**config.mk**
```make
export PLATFORM = sky130hd
export DESIGN_NAME = divider_seq
export DESIGN_NICKNAME = d
export VERILOG_FILES = /design/src/rtl/divider_seq.sv
export SDC_FILE = /design/constraint.sdc
export NUM_CORES = 1
export LEC_CHECK = 0
export CAP_MARGIN = 20
export CORE_MARGIN = 1
export CORE_UTILIZATION = 40
export DETAILED_ROUTE_END_ITERATION = 6
export PLACE_DENSITY = 0.76
export SYNTH_ARGS = -nofsm -noshare
export SYNTH_HDL_FRONTEND = slang
export SYNTH_SLANG_ARGS = --single-unit
```
**constraint.sdc**
```tcl
create_clock -name clk -period 2.9 [get_ports clk]
set_input_delay 0.58 -clock clk [delete_from_list [all_inputs] [get_ports clk]]
set_output_delay 0.58 -clock clk [all_outputs]
set_load 0.01 [all_outputs]
```
**src/rtl/divider_seq.sv**
```systemverilog
// divider_seq: iterative restoring divider, 2*WIDTH-bit dividend by WIDTH-bit
// divisor, STEPS_PER_CYCLE quotient bits per clock, valid/ready on both sides.
// Divide-by-zero and quotient overflow are detected at accept time and skip
// the iteration entirely.
// Optional feature: define SIGNED_DIV_EN to add the signed_mode input
// (two's complement operands, truncating quotient, FIXUP state).
// STEPS_PER_CYCLE must be 1, 2 or 4 and must divide WIDTH.
module divider_seq #(
  parameter int WIDTH           = 32,
  parameter int STEPS_PER_CYCLE = 1
) (
  input  logic                 clk,
  input  logic                 rst_n,
  input  logic                 in_valid,
  output logic                 in_ready,
  input  logic [2*WIDTH-1:0]   dividend,
  input  logic [WIDTH-1:0]     divisor,
`ifdef SIGNED_DIV_EN
  input  logic                 signed_mode,
`endif
  output logic                 out_valid,
  input  logic                 out_ready,
  output logic [WIDTH-1:0]     quotient,
  output logic [WIDTH-1:0]     remainder,
  output logic                 error_divide_by_zero,
  output logic                 overflow,
  output logic                 busy
);

  localparam int ITERS = WIDTH / STEPS_PER_CYCLE;
  localparam int CNT_W = $clog2(ITERS + 1);

`ifdef SIGNED_DIV_EN
  typedef enum logic [1:0] {IDLE, CALC, DONE, FIXUP} state_t;
  localparam logic [WIDTH-1:0] HALF = {1'b1, {(WIDTH-1){1'b0}}};
`else
  typedef enum logic [1:0] {IDLE, CALC, DONE} state_t;
`endif

  state_t             state_reg;
  logic [CNT_W-1:0]   count_reg;
  logic [WIDTH-1:0]   rem_reg;      // partial remainder, always < divisor_reg
  logic [WIDTH-1:0]   qd_reg;       // low dividend bits shift out, quotient bits shift in
  logic [WIDTH-1:0]   divisor_reg;
  logic [WIDTH-1:0]   quotient_reg;
  logic [WIDTH-1:0]   remainder_reg;
  logic               out_valid_reg;
  logic               dbz_reg;
  logic               ovf_reg;

  // Operand magnitudes: in unsigned operation these are the operands themselves.
  logic [2*WIDTH-1:0] dvd_mag;
  logic [WIDTH-1:0]   dvs_mag;

`ifdef SIGNED_DIV_EN
  logic dvd_neg;
  logic dvs_neg;
  logic signed_reg;
  logic neg_q_reg;
  logic neg_r_reg;

  assign dvd_neg = signed_mode & dividend[2*WIDTH-1];
  assign dvs_neg = signed_mode & divisor[WIDTH-1];
  assign dvd_mag = dvd_neg ? -dividend : dividend;
  assign dvs_mag = dvs_neg ? -divisor : divisor;
`else
  assign dvd_mag = dividend;
  assign dvs_mag = divisor;
`endif

  // Chain of STEPS_PER_CYCLE restoring steps evaluated within one clock.
  logic [WIDTH-1:0] st_rem [0:STEPS_PER_CYCLE];
  logic [WIDTH-1:0] st_qd  [0:STEPS_PER_CYCLE];

  assign st_rem[0] = rem_reg;
  assign st_qd[0]  = qd_reg;

  generate
    for (genvar gi = 0; gi < STEPS_PER_CYCLE; gi++) begin : g_step
      logic [WIDTH:0] shifted;
      logic [WIDTH:0] diff;
      // shifted < 2*divisor, so the borrow bit of diff is exactly "shifted < divisor".
      assign shifted        = {st_rem[gi], st_qd[gi][WIDTH-1]};
      assign diff           = shifted - {1'b0, divisor_reg};
      assign st_rem[gi + 1] = diff[WIDTH] ? shifted[WIDTH-1:0] : diff[WIDTH-1:0];
      assign st_qd[gi + 1]  = {st_qd[gi][WIDTH-2:0], ~diff[WIDTH]};
    end
  endgenerate

  assign in_ready             = rst_n && (state_reg == IDLE);
  assign busy                 = (state_reg != IDLE);
  assign out_valid            = out_valid_reg;
  assign quotient             = quotient_reg;
  assign remainder            = remainder_reg;
  assign error_divide_by_zero = dbz_reg;
  assign overflow             = ovf_reg;

  // Control FSM, iteration datapath and registered result outputs.
  always_ff @(posedge clk or negedge rst_n) begin
    if (!rst_n) begin
      state_reg     <= IDLE;
      count_reg     <= '0;
      rem_reg       <= '0;
      qd_reg        <= '0;
      divisor_reg   <= '0;
      quotient_reg  <= '0;
      remainder_reg <= '0;
      out_valid_reg <= 1'b0;
      dbz_reg       <= 1'b0;
      ovf_reg       <= 1'b0;
`ifdef SIGNED_DIV_EN
      signed_reg    <= 1'b0;
      neg_q_reg     <= 1'b0;
      neg_r_reg     <= 1'b0;
`endif
    end else begin
      case (state_reg)
        IDLE: begin
          if (in_valid) begin
            if (divisor == '0) begin
              state_reg     <= DONE;
              out_valid_reg <= 1'b1;
              dbz_reg       <= 1'b1;
              ovf_reg       <= 1'b0;
              quotient_reg  <= '1;
              remainder_reg <= dividend[WIDTH-1:0];
            end else if (dvd_mag[2*WIDTH-1:WIDTH] >= dvs_mag) begin
              // Magnitude quotient needs more than WIDTH bits.
              state_reg     <= DONE;
              out_valid_reg <= 1'b1;
              dbz_reg       <= 1'b0;
              ovf_reg       <= 1'b1;
              quotient_reg  <= '1;
              remainder_reg <= '0;
            end else begin
              state_reg   <= CALC;
              count_reg   <= CNT_W'(ITERS);
              rem_reg     <= dvd_mag[2*WIDTH-1:WIDTH];
              qd_reg      <= dvd_mag[WIDTH-1:0];
              divisor_reg <= dvs_mag;
              dbz_reg     <= 1'b0;
              ovf_reg     <= 1'b0;
`ifdef SIGNED_DIV_EN
              signed_reg  <= signed_mode;
              neg_q_reg   <= dvd_neg ^ dvs_neg;
              neg_r_reg   <= dvd_neg;
`endif
            end
          end
        end
        CALC: begin
          rem_reg   <= st_rem[STEPS_PER_CYCLE];
          qd_reg    <= st_qd[STEPS_PER_CYCLE];
          count_reg <= count_reg - CNT_W'(1);
          if (count_reg == CNT_W'(1)) begin
`ifdef SIGNED_DIV_EN
            if (signed_reg) begin
              state_reg <= FIXUP;
            end else
`endif
            begin
              state_reg     <= DONE;
              out_valid_reg <= 1'b1;
              quotient_reg  <= st_qd[STEPS_PER_CYCLE];
              remainder_reg <= st_rem[STEPS_PER_CYCLE];
            end
          end
        end
`ifdef SIGNED_DIV_EN
        FIXUP: begin
          // Apply signs to the magnitude result and range-check the signed quotient.
          state_reg     <= DONE;
          out_valid_reg <= 1'b1;
          if (neg_q_reg ? (qd_reg > HALF) : qd_reg[WIDTH-1]) begin
            ovf_reg       <= 1'b1;
            quotient_reg  <= '1;
            remainder_reg <= '0;
          end else begin
            quotient_reg  <= neg_q_reg ? -qd_reg : qd_reg;
            remainder_reg <= neg_r_reg ? -rem_reg : rem_reg;
          end
        end
`endif
        DONE: begin
          if (out_ready) begin
            state_reg     <= IDLE;
            out_valid_reg <= 1'b0;
          end
        end
        default: state_reg <= IDLE;
      endcase
    end
  end

endmodule

```
* Word-level counts from Yosys, hierarchy flattened *
Index checks and enable logic that the tools add are counted.

cells by class
  add/sub/neg operators = 2
  $lt $le $gt $ge = 1
  equality and inequality tests = 9
  mux-type cells = 38
  bitwise operators = 3
  reductions and logical operators = 12

operator list
  operator                                                               number
  32-bit two-way mux                                                     15
  32-bit case mux with 2 select lines                                    4
  33-bit by 32-bit subtractor with 33-bit output                         1
  32-bit greater-or-equal comparator                                     1
  32-bit zero test                                                       1
  6-bit two-way mux                                                      3
  6-bit case mux with 2 select lines                                     1
  4-bit AND reduction                                                    3
  2-bit two-way mux                                                      5
  2-bit != test, second input constant                                   5
  1-bit two-way mux                                                      8
  6-bit by 1-bit equality test with 1-bit output, second input constant  1
  2-bit case mux with 3 select lines                                     1
  6-bit by 1-bit subtractor with 6-bit output, second input constant     1
  5-bit AND reduction                                                    1
  2-bit nonzero test                                                     2
  3-bit by 1-bit != test with 1-bit output, second input constant        1
  1-bit NOT                                                              3
  1-bit case mux with 3 select lines                                     1
  3-bit AND reduction                                                    1
  3-bit nonzero test                                                     1
  2-bit by 1-bit equality test with 1-bit output, second input constant  1
  2-bit equality test, second input constant                             1
  2-bit zero test                                                        1
  2 further kinds                                                        2

storage, ports and cells
  register bits after elaboration = 171
  input port bits = 100
  output and inout port bits = 69
  word-level logic and storage cells = 75

* Logic depth before layout (Yosys ltp) *
  depth after elaboration = 5
  depth in mapped cells = 16
  depth with buffers taken out = 13

* Worst setup path after synthesis *
Ideal clock, no wire load.

  path kind = register -> register
  start = register qd_reg[31]
  end = register remainder_reg[11], in the netlist remainder[11]
  setup time = 138 ps
  arrival = 3086 ps
  required time = 2762 ps
  path slack = -324 ps
  stages on the path, launching flop included = 17
  path buffers = 3
  period minus slack after synthesis = 3224 ps
  path through = dfrtp_1 inv_1 ha_1 inv_1 fa_1 a211oi_1 o21a_1 a211oi_2 o21ai_2 a21oi_2 or4_4 buf_6 and3_4 buf_6 buf_6 mux2i_1 o211ai_1

between the ends
  longest elaborated chain between the ends = 4

RTL lines
  what                                            line  source
  start: declaration                              43    logic [WIDTH-1:0] qd_reg;
  start signal: assignment                        139   qd_reg <= dvd_mag[WIDTH-1:0];
  start signal: assignment                        153   qd_reg <= st_qd[STEPS_PER_CYCLE];
  33-bit by 32-bit subtractor with 33-bit output  84    assign diff = shifted - {1'b0, divisor_reg};
  32-bit two-way mux                              85    assign st_rem[gi + 1] = diff[WIDTH] ? shifted[WIDTH-1:0] : diff[WIDTH-1:0];
  32-bit two-way mux                              155   if (count_reg == CNT_W'(1)) begin
  32-bit case mux with 2 select lines             117   case (state_reg)
  end signal: assignment                          126   remainder_reg <= dividend[WIDTH-1:0];
  end signal: assignment                          165   remainder_reg <= st_rem[STEPS_PER_CYCLE];
  end: declaration                                46    logic [WIDTH-1:0] remainder_reg;

No other way between the ends. The select of a mux whose other input is x is not followed.
A chain may end at the register's enable or synchronous reset.

* Worst setup path in the final report *
  start = register qd_reg[31]
  end = register remainder_reg[16], in the netlist remainder[16]

Same word-level chain as after synthesis.

==> results_dict.tcl <==
set metrics [dict create \
    area_of_all_placed_cells_without_fillers_um2 15900 \
    reg2reg_setup_slack_ns -0.36 \
    critPathLaunchType "register" \
    synth-compound-area-share_pct 21.1 \
    most-common-layout-cells "buf_4, dfrtp_1, nand2_1" \
    design_power_total_mw 23.7 \
    antennaDiodeCount 0 \
    synth.top_cells.by_area "dfrtp_1, ha_1, nand2_1" \
    ctsHtreeMaxLevel 4 \
    clock-skew-final_ns 0.0129 \
    violated_checks "negative setup slack" \
    initial_utilization_pct 40.9 \
    postSynthNetCount 1394 \
    final_min_period_over_clock_period_pct 112 \
    grt.met1_usage_pct 37.2 \
    netlist.area_leader.share_pct 41.4 \
    postSynthCellCount 1227 \
    synth_mux_area_share_pct 2.45 \
    die_area_um2 26500 \
    vias 11100 \
    worstPathArrival_ns 3.55 \
    synth.largest_area_cell "dfrtp_1" \
    critical_path.reg2reg.startpoint "qd_reg[31]$_DFFE_PN0P_" \
    cellPowerDensity_nw_per_um2 1500 \
    dpl_cell_area_um2 14100 \
    seq_area_frac_synth_pct 41.4 \
    insertion_delay_ns 0.44 \
    mostFrequentLayoutCell "buf_4" \
    postSynthAreaPerCell_um2 8.42 \
    cts-root-to-sink-buffers 2 \
    clock_sink_count 171 \
    syn2layout_area_growth_pct 53.6 \
    fill_cells 1967 \
    tns_ns -16.06 \
    synth_top_family_by_area "compound AO/OA/AOI/OAI gates" \
    number_of_cell_instances_on_the_worst_register_to_register_path 15 \
    grt.met3_usage_pct 3.41 \
    run_status "complete, but fails checks" \
    ioPinCount 169 \
    timing_worst_slew_pin_value_ns 0.995 \
    grt_first_pass_wirelength_um 57000 \
    grt_start_max_net_pins 172 \
    finalHoldViolations 0 \
    cts_tree "built" \
    postRouteAntennaNets 0 \
    synthesis.area_um2 10300 \
    yosysWarnings 0 \
    postLayoutSetupSlackWorst_ns -0.359 \
    hold_slack_ns 0.254 \
    ys_ff_latch 171 \
    die_w_um 163 \
    synth_xor_xnor_area_share_pct 2.03 \
    final_layout_size_suffix_gt1_share_pct 27.9 \
    cts_root_buffer "clkbuf_16" \
    fp.coreArea_um2 25300 \
    synth.distinct_cells 65 \
    vias_per_cell 5.72 \
    finalWeightedCongestion 0.940 \
    die_height_um 163 \
    vdd_ir_drop_max_v 0.000971 \
    max_slew_headroom_pct 33.6 \
    worstPathMaxFanout 8 \
    synth_edf_count 0 \
    fp-row-count 58 \
    drc 0 \
    async_flop_share_pct 100 \
    post-route-min-period_ns 3.26 \
    rsz0062_at_grt "yes" \
    grtUsageTotal_pct 27.7 \
    met2_usage_pct 45.6 \
    synth_simple_gate_area_share_pct 18.8 \
    finalMaxSlewViolations 0 \
    clock_pin_slew_worst_setup_and_hold_paths_ns 0.07 \
    antenna_violations_before_repair 1 \
    setup-violations-final 66 \
    leakagePower_nw 7.10 \
    portBuffers 168 \
    worstReg2RegEnd "remainder[16]$_DFFE_PN0P_" \
    number_of_cts_inserted_buffers 17 \
    hp-class "primary input to asynchronous set/reset pin" \
    synth-main-ff-cell "dfrtp_1" \
    post_drt_wl_per_cell_um 19.2 \
    hpwl_um 25600 \
    endpoint_kind "register" \
    globalRoute.totalOverflow 0 \
    cap_viol_max_count 0 \
    drt_iter0_markers 1169 \
    busiest_layer "met2" \
    critical_path_class "register to register" \
    first_global_vias 10600 \
    synth_fa_ha_area_share_pct 8.19 \
    achievable-frequency_mhz 307 \
    wl_um 37200 \
    drt-pass1-iter-count 7 \
    timing.critical_path.required_ns 3.19 \
    layout.nets 1765 \
]
## power by group
part	switching [mW]	internal, mW	leakage (nW)
logic	8.68	8.19	4.78
registers	0.896	3.62	2.03
clock network	1.11	1.23	0.293
## cells in the mapped netlist (2+ instances only)
master     instances
nand4_1           30
nand2b_1           7
o311ai_0           4
or3_1              2
o41ai_1            2
a21oi_1           75
ha_1              66
o21a_1             5
mux2i_1           23
nor4_1             9
o21bai_1           4
o2111ai_1          2
dfrtp_1          171
clkbuf_1          63
a21oi_2            2
a31oi_1           58
o211ai_1          23
a21o_1            17
nand2_1          168
nor3_1            47
a21boi_0           2
inv_1             82
buf_2              2
xor2_1             7
a22oi_1           20
a211oi_1           8
nor4b_1            2
buf_6              6
a31o_2             3
nor2b_1            8
a211o_1            4
and4_1             3
o21ai_0           61
a311oi_1           4
xnor2_1           17
mux2_2             2
nor2_1           144
o22ai_1            7
and2_1             6
o21ai_1           24
o31ai_1            3
nand3_1           11
## worst max-delay path by stage
stage,endpoint,startpoint,slack (ns)
4_1_cts,remainder[24]$_DFFE_PN0P_,qd_reg[31]$_DFFE_PN0P_,-0.27
3_5_place_dp,qd_reg[16]$_DFFE_PN0P_,divisor[0],-0.79
6_report,remainder[16]$_DFFE_PN0P_,qd_reg[31]$_DFFE_PN0P_,-0.36
3_3_place_gp,rem_reg[22]$_DFFE_PN0P_,divisor[0],-0.73
5_1_grt,remainder[9]$_DFFE_PN0P_,qd_reg[31]$_DFFE_PN0P_,-0.47
2_1_floorplan,remainder[11]$_DFFE_PN0P_,qd_reg[31]$_DFFE_PN0P_,-0.24
## cell type report
type	count	area (um^2)	area share [%]
inverters	82	310	1.96
repair buffers	423	3960	25.0
clock inverters	15	175	1.10
flip-flops and latches	171	4280	27.0
clock buffers	17	425	2.68
well taps	330	413	2.60
multi-input cells	903	6300	39.7
## logic make-up after synthesis
logic type | Yosys count
buf+inv | 153
compound gates | 344
flops | 171
fa+ha+maj | 67
mux | 25
simple gates | 443
xor+xnor | 24
## worst max-delay path, cell delays in order, from the launching register on
cell      delay [ns]
dfrtp_1         0.40
inv_2           0.07
ha_4            0.13
inv_2           0.04
fa_2            0.34
a211oi_2        0.19
o21a_1          0.24
a211oi_4        0.11
o21ai_2         0.21
a21oi_4         0.10
or4_4           0.43
and3_4          0.20
buf_12          0.16
mux2i_4         0.25
buf_4           0.16
o211ai_1        0.07
## timing repair
item | 4_1_cts | 5_1_grt
hold buffers | 0 | 0
gates resized for setup | 163 | 103
setup endpoints to repair | 168 | 162
setup buffers | 25 | 8
endpoints found under the hold margin | 0 | 0
pin swaps | 48 | 30
cloned | 7 | 0
## per-stage QoR
| stage | cells | util [%] | worst slack (ns) |
|---|---|---|---|
| 2_1_floorplan | 1227 | - | -0.243 |
| 3_3_place_gp | 1873 | 55.9 | -0.728 |
| 3_5_place_dp | 1873 | 55.9 | -0.789 |
| 4_1_cts | 1936 | 61.5 | -0.273 |
| 5_1_grt | 1941 | 62.8 | -0.470 |
| 6_report | 1941 | 62.8 | -0.359 |
## layer usage
| metal | up-vias | part of all wire [%] |
|---|---|---|
| li1 | 5104 | - |
| met1 | 5341 | 41 |
| met2 | 552 | 48 |
| met3 | 98 | 7.7 |
| met4 | 2 | 3.6 |
| met5 | - | 0.021 |
Note: power is estimated with default switching activity, not from simulation.
